===== src/rtl/mbist_march_ctrl.sv =====
// mbist_march_ctrl
//   March C- BIST controller for a single-port SRAM with a registered read
//   address. A start pulse in IDLE or DONE runs the six march elements once
//   and then parks in DONE until the next start.
//
//   clk        system clock, rising edge
//   rst_n      asynchronous active-low reset
//   start      run request, honoured only in IDLE or DONE
//   ramaddr    SRAM address
//   ramin      SRAM write data
//   rwbar      1 = read, 0 = write
//   cs         SRAM chip select
//   ramout     SRAM read data (valid the cycle after a read is issued)
//   busy       test in progress
//   done       test finished, held until the next start
//   fail       at least one mismatch seen in this run
//   fail_addr  address of the first mismatch
//   fail_data  ramout value at the first mismatch
//   fail_elem  march element (0-5) of the first mismatch
//   err_cnt    mismatch count, saturating at 255
module mbist_march_ctrl #(
    parameter int unsigned       ADDR_W       = 6,
    parameter int unsigned       DATA_W       = 8,
    parameter logic [DATA_W-1:0] BG           = 8'h00,
    parameter int unsigned       STOP_ON_FAIL = 0
) (
    input  logic              clk,
    input  logic              rst_n,
    input  logic              start,
    output logic [ADDR_W-1:0] ramaddr,
    output logic [DATA_W-1:0] ramin,
    output logic              rwbar,
    output logic              cs,
    input  logic [DATA_W-1:0] ramout,
    output logic              busy,
    output logic              done,
    output logic              fail,
    output logic [ADDR_W-1:0] fail_addr,
    output logic [DATA_W-1:0] fail_data,
    output logic [2:0]        fail_elem,
    output logic [7:0]        err_cnt
);

    typedef enum logic [2:0] {
        S_IDLE,
        S_WR,
        S_RD,
        S_CMP,
        S_DONE
    } state_t;

    state_t      state;
    logic [2:0]  elem;

    logic              up;        // elements 0-2 ascend, 3-5 descend
    logic              last_addr; // terminal address of the current element
    logic [DATA_W-1:0] exp_data;
    logic [DATA_W-1:0] wr_data;
    logic              mismatch;

    always_comb begin
        up        = (elem <= 3'd2);
        last_addr = up ? (ramaddr == '1) : (ramaddr == '0);
        // Reads of "1" happen in M2 and M4; writes of "1" in M1 and M3.
        exp_data  = (elem == 3'd2 || elem == 3'd4) ? ~BG : BG;
        wr_data   = (elem == 3'd1 || elem == 3'd3) ? ~BG : BG;
        mismatch  = (ramout != exp_data);
    end

    always_ff @(posedge clk or negedge rst_n) begin
        if (!rst_n) begin
            state     <= S_IDLE;
            elem      <= '0;
            ramaddr   <= '0;
            ramin     <= '0;
            rwbar     <= 1'b1;
            cs        <= 1'b0;
            busy      <= 1'b0;
            done      <= 1'b0;
            fail      <= 1'b0;
            fail_addr <= '0;
            fail_data <= '0;
            fail_elem <= '0;
            err_cnt   <= '0;
        end else begin
            case (state)
                S_IDLE, S_DONE: begin
                    if (start) begin
                        state     <= S_WR;
                        elem      <= '0;
                        ramaddr   <= '0;
                        ramin     <= BG;
                        rwbar     <= 1'b0;
                        cs        <= 1'b1;
                        busy      <= 1'b1;
                        done      <= 1'b0;
                        fail      <= 1'b0;
                        fail_addr <= '0;
                        fail_data <= '0;
                        fail_elem <= '0;
                        err_cnt   <= '0;
                    end
                end

                // WR is the last operation at an address for M0-M4.
                S_WR: begin
                    rwbar <= 1'b1;
                    state <= S_RD;
                    if (last_addr) begin
                        elem    <= elem + 3'd1;
                        ramaddr <= (elem >= 3'd2) ? '1 : '0;
                    end else begin
                        ramaddr <= up ? ramaddr + 1'b1 : ramaddr - 1'b1;
                        if (elem == 3'd0) begin
                            rwbar <= 1'b0;
                            state <= S_WR;
                        end
                    end
                end

                S_RD: begin
                    state <= S_CMP;
                end

                S_CMP: begin
                    if (mismatch) begin
                        fail <= 1'b1;
                        if (err_cnt != 8'hFF) begin
                            err_cnt <= err_cnt + 8'd1;
                        end
                        if (!fail) begin
                            fail_addr <= ramaddr;
                            fail_data <= ramout;
                            fail_elem <= elem;
                        end
                    end
                    if ((mismatch && STOP_ON_FAIL != 0) ||
                        (elem == 3'd5 && ramaddr == '0)) begin
                        state <= S_DONE;
                        cs    <= 1'b0;
                        rwbar <= 1'b1;
                        busy  <= 1'b0;
                        done  <= 1'b1;
                    end else if (elem == 3'd5) begin
                        ramaddr <= ramaddr - 1'b1;
                        state   <= S_RD;
                    end else begin
                        ramin <= wr_data;
                        rwbar <= 1'b0;
                        state <= S_WR;
                    end
                end

                default: begin
                    state <= S_IDLE;
                    cs    <= 1'b0;
                    rwbar <= 1'b1;
                    busy  <= 1'b0;
                end
            endcase
        end
    end

endmodule


===== config.mk =====
export PLATFORM = sky130hd
export DESIGN_NAME = mbist_march_ctrl
export DESIGN_NICKNAME = d
export VERILOG_FILES = /design/src/rtl/mbist_march_ctrl.sv
export SDC_FILE = /design/constraint.sdc
export NUM_CORES = 1
export LEC_CHECK = 0
export ABC_AREA = 1
export CORE_ASPECT_RATIO = 0.6
export CORE_MARGIN = 3
export CORE_UTILIZATION = 40
export CTS_CLUSTER_SIZE = 14
export DETAILED_ROUTE_END_ITERATION = 7
export PLACE_DENSITY = 0.73
export SYNTH_ARGS = -nofsm -noshare
export SYNTH_HDL_FRONTEND = slang
export SYNTH_SLANG_ARGS = --single-unit
export TNS_END_PERCENT = 100

===== constraint.sdc =====
create_clock -name clk -period 3.6 [get_ports clk]
set_input_delay 0.36 -clock clk [delete_from_list [all_inputs] [get_ports clk]]
set_output_delay 0.36 -clock clk [all_outputs]
set_load 0.02 [all_outputs]

==> impl_metrics.yaml <==
route:
  viasPerCell: 5.08
  drt_iter0_drc: 199
  ant_nets: 0
  firstDrtPassIters: 5
  drt_wl_total_um: 6530
  num_vias: 2542
  drc: 0
  wl_per_cell_um: 13.1
sta:
  worstMarginPinSlew_ns: 0.968
  drv_slew: 0
  setup_viol: 0
  fin_ws_ns: 1.44
  fin_crit_sh_pct: 59.9
  layout_min_cycle_time_ns: 2.16
  setup_tns_ns: 0
  max_freq_mhz: 463
  rsz0062_at_grt: "no"
  skew_ns: 0.00247
  max_slew_margin_pct: 35.5
  final_hold_viol_count: 0
place:
  portBuffers: 54
  gp_congestion: 0.834
  hpwl_um: 4830
  post-place-ws_ns: 1.47
  placedCellCount: 492
layout:
  regArea_mm2: 0.00105
  final_nets: 434
  multi_input_area_mm2: 0.00134
  diodes: 0
  nFillCells: 604
  drive_gt1_share_pct: 6.97
  layout_common_cells: "nand2_1 (109), clkdlybuf4s50_1 (53), nor2_1 (49)"
  stdcell_count: 500
  mostFrequentLayoutCell: "nand2_1"
  area_growth_pct: 24.2
floorplan:
  die_x_um: 111
  die_h_um: 69.0
  coreArea_mm2: 0.00625
  start_util_pct: 42.3
  die_area_mm2: 0.00765
  fp-row-count: 22
  io_pins: 55
clock_network:
  cts_buffer_depth: 2
  hold_buffers: 0
  clk_pin_slew_ns: 0.08
  cts_buffers: 5
  clock_latency_ns: 0.29
  clock-sinks: 42
  cts_root_buf: "clkbuf_8"
  cts_htree_levels: 2
  cts_tree: "yes"
  cts_setup_buffers: 0
  cts_resized: 0
worst_setup_path:
  worstRegToRegCells: 8
  path_cells: "inv_1, ha_1, inv_1, a21oi_1, nor2_1, nor2_2, nand4_1, a21oi_1"
  cp_max_fo: 6
  cp_slowest_cell: "a21oi_1"
  cpLargestDelayFamily: "compound AO/OA/AOI/OAI gates"
  crit_type: "register to register"
  path_depth: 8
  required_ns: 3.82
  end_kind: "register"
  cpPeakStageDelay_ns: 0.44
  critical_path.startpoint_type: "register"
  crit_buf_inv: 2
  cp.arrival_ns: 2.37
global_route:
  grt_use_total_pct: 17.4
  antenna_found_initial: 0
  grt_pass1_wl_um: 10900
  grt_max_degree: 43
  grt-ovfl-total: 0
  first_global_vias: 2294
synth:
  ys_seq_area_share_pct: 39.8
  yosys_warnings: 0
  syn_area_mm2: 0.00264
  synth_top_area_share_pct: 38.8
  avgSynthCellArea_um2: 7.10
  syn_nets: 391
  synthTopCellsByArea: "dfrtp_1 (39%), nand2_1 (15%), nand3_1 (7.4%)"
  synthCells: 372
  synth_top_cell_by_area: "dfrtp_1"
  ys_types: 31
  ys_ff_latch: 42
pwr:
  vdd_drop_max_v: 0.000212
  pwr_density_cell_mw_per_mm2: 354
  power.total_mw: 1.16
  power_leakage_nw: 1.59
worst_hold_path:
  min_path_type: "input port to async pin"
run_status:
  status: "finished clean"
run:
  drv_cap: 0
-- cells in the mapped netlist --
cell type	instances
nand2_1	109
nor2_1	49
dfrtp_1	41
nand3_1	39
inv_1	31
a21oi_1	20
o21ai_0	20
buf_4	9
ha_1	8
nand4_1	5
buf_2	4
clkbuf_1	4
or2_2	4
inv_2	3
nor2_2	3
nor3_1	3
xor2_1	3
buf_6	2
nand2_2	2
nand3_4	2
a22oi_1	1
a31o_2	1
dfstp_2	1
nand2_4	1
nand3_2	1
nand3b_2	1
o21ai_1	1
o21ai_2	1
o21bai_1	1
o22ai_1	1
xnor2_1	1
-- metal layers --
metal  GRT usage (%)  share of wire (%)
met1            25.8                 51
met5               0                  0
met4            3.53              0.061
met2            26.3                 42
met3            3.84                6.4
-- metrics by stage --
step           instance area (µm²)  hold slack [ns]  util (%)
6_report                      3280            0.219      52.5
5_1_grt                       3280            0.277      52.5
4_1_cts                       3280            0.253      52.5
3_5_place_dp                  3170            0.492      50.7
3_3_place_gp                  3170            0.485      50.7
2_1_floorplan                 2640           0.0644         -
-- flip-flops by register name, summed over array words and instances (netlist names) --
| signal | flops |
|---|---|
| fail_elem | 3 |
| rwbar | 1 |
| fail | 1 |
| busy | 1 |
| state | 3 |
| fail_data | 8 |
| fail_addr | 6 |
| ramaddr | 6 |
| elem | 3 |
| done | 1 |
| err_cnt | 8 |
| ramin | 1 |
-- final cells by class --
cell class | count | share of cell area (%)
clock buffers | 7 | 2.63
clock inverters | 1 | 0.915
inverters | 34 | 3.89
multi-input cells | 277 | 40.8
flip-flops and latches | 42 | 32.1
well taps | 84 | 3.20
repair buffers | 55 | 16.5
-- where the power goes --
part           internal, mW  switching (mW)
logic                 0.107           0.108
registers             0.510          0.0473
clock network         0.226           0.165
total                 0.843           0.321
-- kinds of logic (layout without fill, tap and decap cells) --
logic type / count (synthesis) / in the layout / share of synthesized area (%)
flip-flops: 42 / 42 / 39.8
buffers and inverters: 53 / 97 / 9.56
adder cells (fa/ha/maj): 8 / 8 / 3.79
AND/OR/NAND/NOR: 219 / 219 / 36.3
AO/OA/AOI/OAI: 46 / 46 / 9.23
XOR/XNOR: 4 / 4 / 1.33
-- worst paths after layout --
check | start | to | slack [ns]
setup / recovery | elem[0] | state[0] | 1.44
hold / removal | rst_n | state[2] | 0.22
setup reg to reg | elem[0] | state[0] | 1.44
hold reg to reg | rwbar | rwbar | 0.50
max in group asynchronous | rst_n | fail_addr[4] | 2.79
min in group clk | rwbar | rwbar | 0.50
(Power assumes the default switching activity.)
==> RTL edit: new RTL, same settings <==
The parameter `DATA_W` goes from 8 to 6.
--- a/src/rtl/mbist_march_ctrl.sv
+++ b/src/rtl/mbist_march_ctrl.sv
@@ -20,7 +20,7 @@
 //   err_cnt    mismatch count, saturating at 255
 module mbist_march_ctrl #(
     parameter int unsigned       ADDR_W       = 6,
-    parameter int unsigned       DATA_W       = 8,
+    parameter int unsigned       DATA_W       = 6,
     parameter logic [DATA_W-1:0] BG           = 8'h00,
     parameter int unsigned       STOP_ON_FAIL = 0
 ) (
Ports: changed (resized fail_data, ramin and ramout); port bits go from 55 to 49. No check against the original RTL was run, so the function may have changed too.
==> RTL edit against the unedited design <==
Clock skew is 0.0042 ns higher; fmax is 8.4% higher; design area is 7.4% lower; area after synthesis is 7.1% lower; routed wire length is 11% lower; global-route usage is 0.42 points higher; first-iteration DRC count is 8.0% higher; sequential power is 2% lower; synthesized cell count is 9.4% lower; sequential cell count is 2 lower; total power is 3.1% higher; worst setup slack better by 0.17 ns; highest routed layer unchanged.
==> RTL edit: results (changes against the unedited design) <==
metric,value,unit,change
status,"finished, final reports clean",,unchanged
number of global-route vias before repair,2023,,was 2294
normalized max-slew margin,40.1,%,was 35.5%
root buf cell,clkbuf_8,,unchanged
worst setup path startpoint,ramaddr[2],,was elem[0]
synth cell count leaders,"128 x nand2_1, 39 x dfrtp_1, 34 x nor2_1",,"was 109 x nand2_1, 49 x nor2_1, 41 x dfrtp_1"
Clock transition at path regs,0.08,ns,about the same
DRT Pass-1 Iters,4,,was 5
post-DR wirelength/cell,12.7,µm,was 13.1 µm
Area after DPL,2920,µm²,was 3170 µm²
GRT Util Overall,17.8,%,was 17.4%
initial antenna violation count,0,,unchanged
distinct cell type count after synthesis,30,,was 31
CP Data Arrival Time,1.63,ns,was 2.37 ns
Synth area leaders,"dfrtp_1 40%, nand2_1 20%, nor2_1 5.2%",,"was dfrtp_1 39%, nand2_1 15%, nand3_1 7.4%"
post-CTS sizing,0,,unchanged
Total Nets Final,393,,was 434
first-pass GRT wire length,10100,µm,was 10900 µm
pin count of the biggest net entering global routing,41,,was 43
via count,2203,,was 2542
"Async S/R FF share, synth",100,%,unchanged
Syn Nets,354,,was 391
crit path max fanout,11,,was 6
Reg with most FFs,err_cnt,,
Post-CTS Repair Setup Buffers,0,,unchanged
Hold WC Path Type,in2async,,unchanged
FF-to-FF Start,elem[0],,unchanged
max FFs per register,8,,
H-tree depth,2,,unchanged
"Slowest-stage cell, CP",clkdlybuf4s50_1,,was a21oi_1
CTS buffer count,5,,unchanged
Worst VDD drop,172,µV,was 212 µV
crit-path max cell delay,0.70,ns,was 0.44 ns
violation count after the first detailed-route iteration,215,,was 199
ant diodes,0,,unchanged
P_leak,1.40,nW,was 1.59 nW
R2R depth,11,,was 8
register area share after synthesis,40.8,%,was 39.8%
yosys warns,0,,unchanged
post-DP HPWL,4290,µm,was 4830 µm
RD Place Congestion,0.881,,was 0.834
fillers,526,,was 604
worst skew pair latency,0.30,ns,
IO buf count,48,,was 54
worst clock skew,0.00664,ns,was 0.00247 ns
Crit path max-delay family,buffers and inverters,,was compound AO/OA/AOI/OAI gates
Max clock buf depth,2,,unchanged
share of cells above drive strength 1,7.96,%,was 6.97%
-- RTL edit: path summary, 6_finish.rpt --
path / end / slack, ns
setup / recovery: ramaddr[2] / 1.61
hold / removal: fail_addr[4] / 0.18
setup reg to reg: fail_elem[2] / 1.61
hold reg to reg: fail_data[3] / 0.49
max in group asynchronous: ramin[4] / 2.85
min in group clk: fail_data[3] / 0.49
-- RTL edit: cell families after synthesis --
kind of cell    after synthesis  share of synthesized area (%)
xor+xnor                     10                           3.57
flops                        40                           40.8
fa+ha+maj                     8                           4.08
compound gates               33                           7.80
simple gates                203                           35.0
buf+inv                      43                           8.72
-- RTL edit: per-layer routing --
layer | vias to the layer above | global-route usage, % | part of all wire [%]
li1 | 1125 | - | -
met1 | 1015 | 28.3 | 56
met2 | 56 | 23.7 | 37
met3 | 7 | 4.36 | 5.8
met4 | 0 | 4.15 | 0.83
met5 | - | 0 | 0
-- RTL edit: layout make-up --
type | instances | area, µm² | share of cell area (%)
tap | 80 | 100 | 3.29
sequential | 40 | 1000 | 33.0
clock buffer | 6 | 82.6 | 2.72
inverter | 27 | 101 | 3.33
clock inverter | 2 | 38.8 | 1.28
multi-input combinational | 254 | 1240 | 40.8
timing repair buffer | 48 | 475 | 15.6
-- RTL edit: power breakdown --
part           internal (W)  switching [W]  leakage [nW]
sequential         0.000497      0.0000499         0.447
combinational      0.000127       0.000129         0.894
clock              0.000227       0.000169        0.0614
-- RTL edit: per-stage QoR --
stage               power [W]  worst slack [ns]  instances  hold slack [ns]  utilization, %
finish                0.00120              1.61        457            0.178            52.8
global route          0.00126              1.32        457            0.258            52.8
CTS                   0.00122              1.59        457            0.216            52.8
detailed placement   0.000816              1.62        449            0.464            50.7
global placement     0.000809              1.65        449            0.462            50.7
floorplan            0.000678              1.89        337           0.0644               -
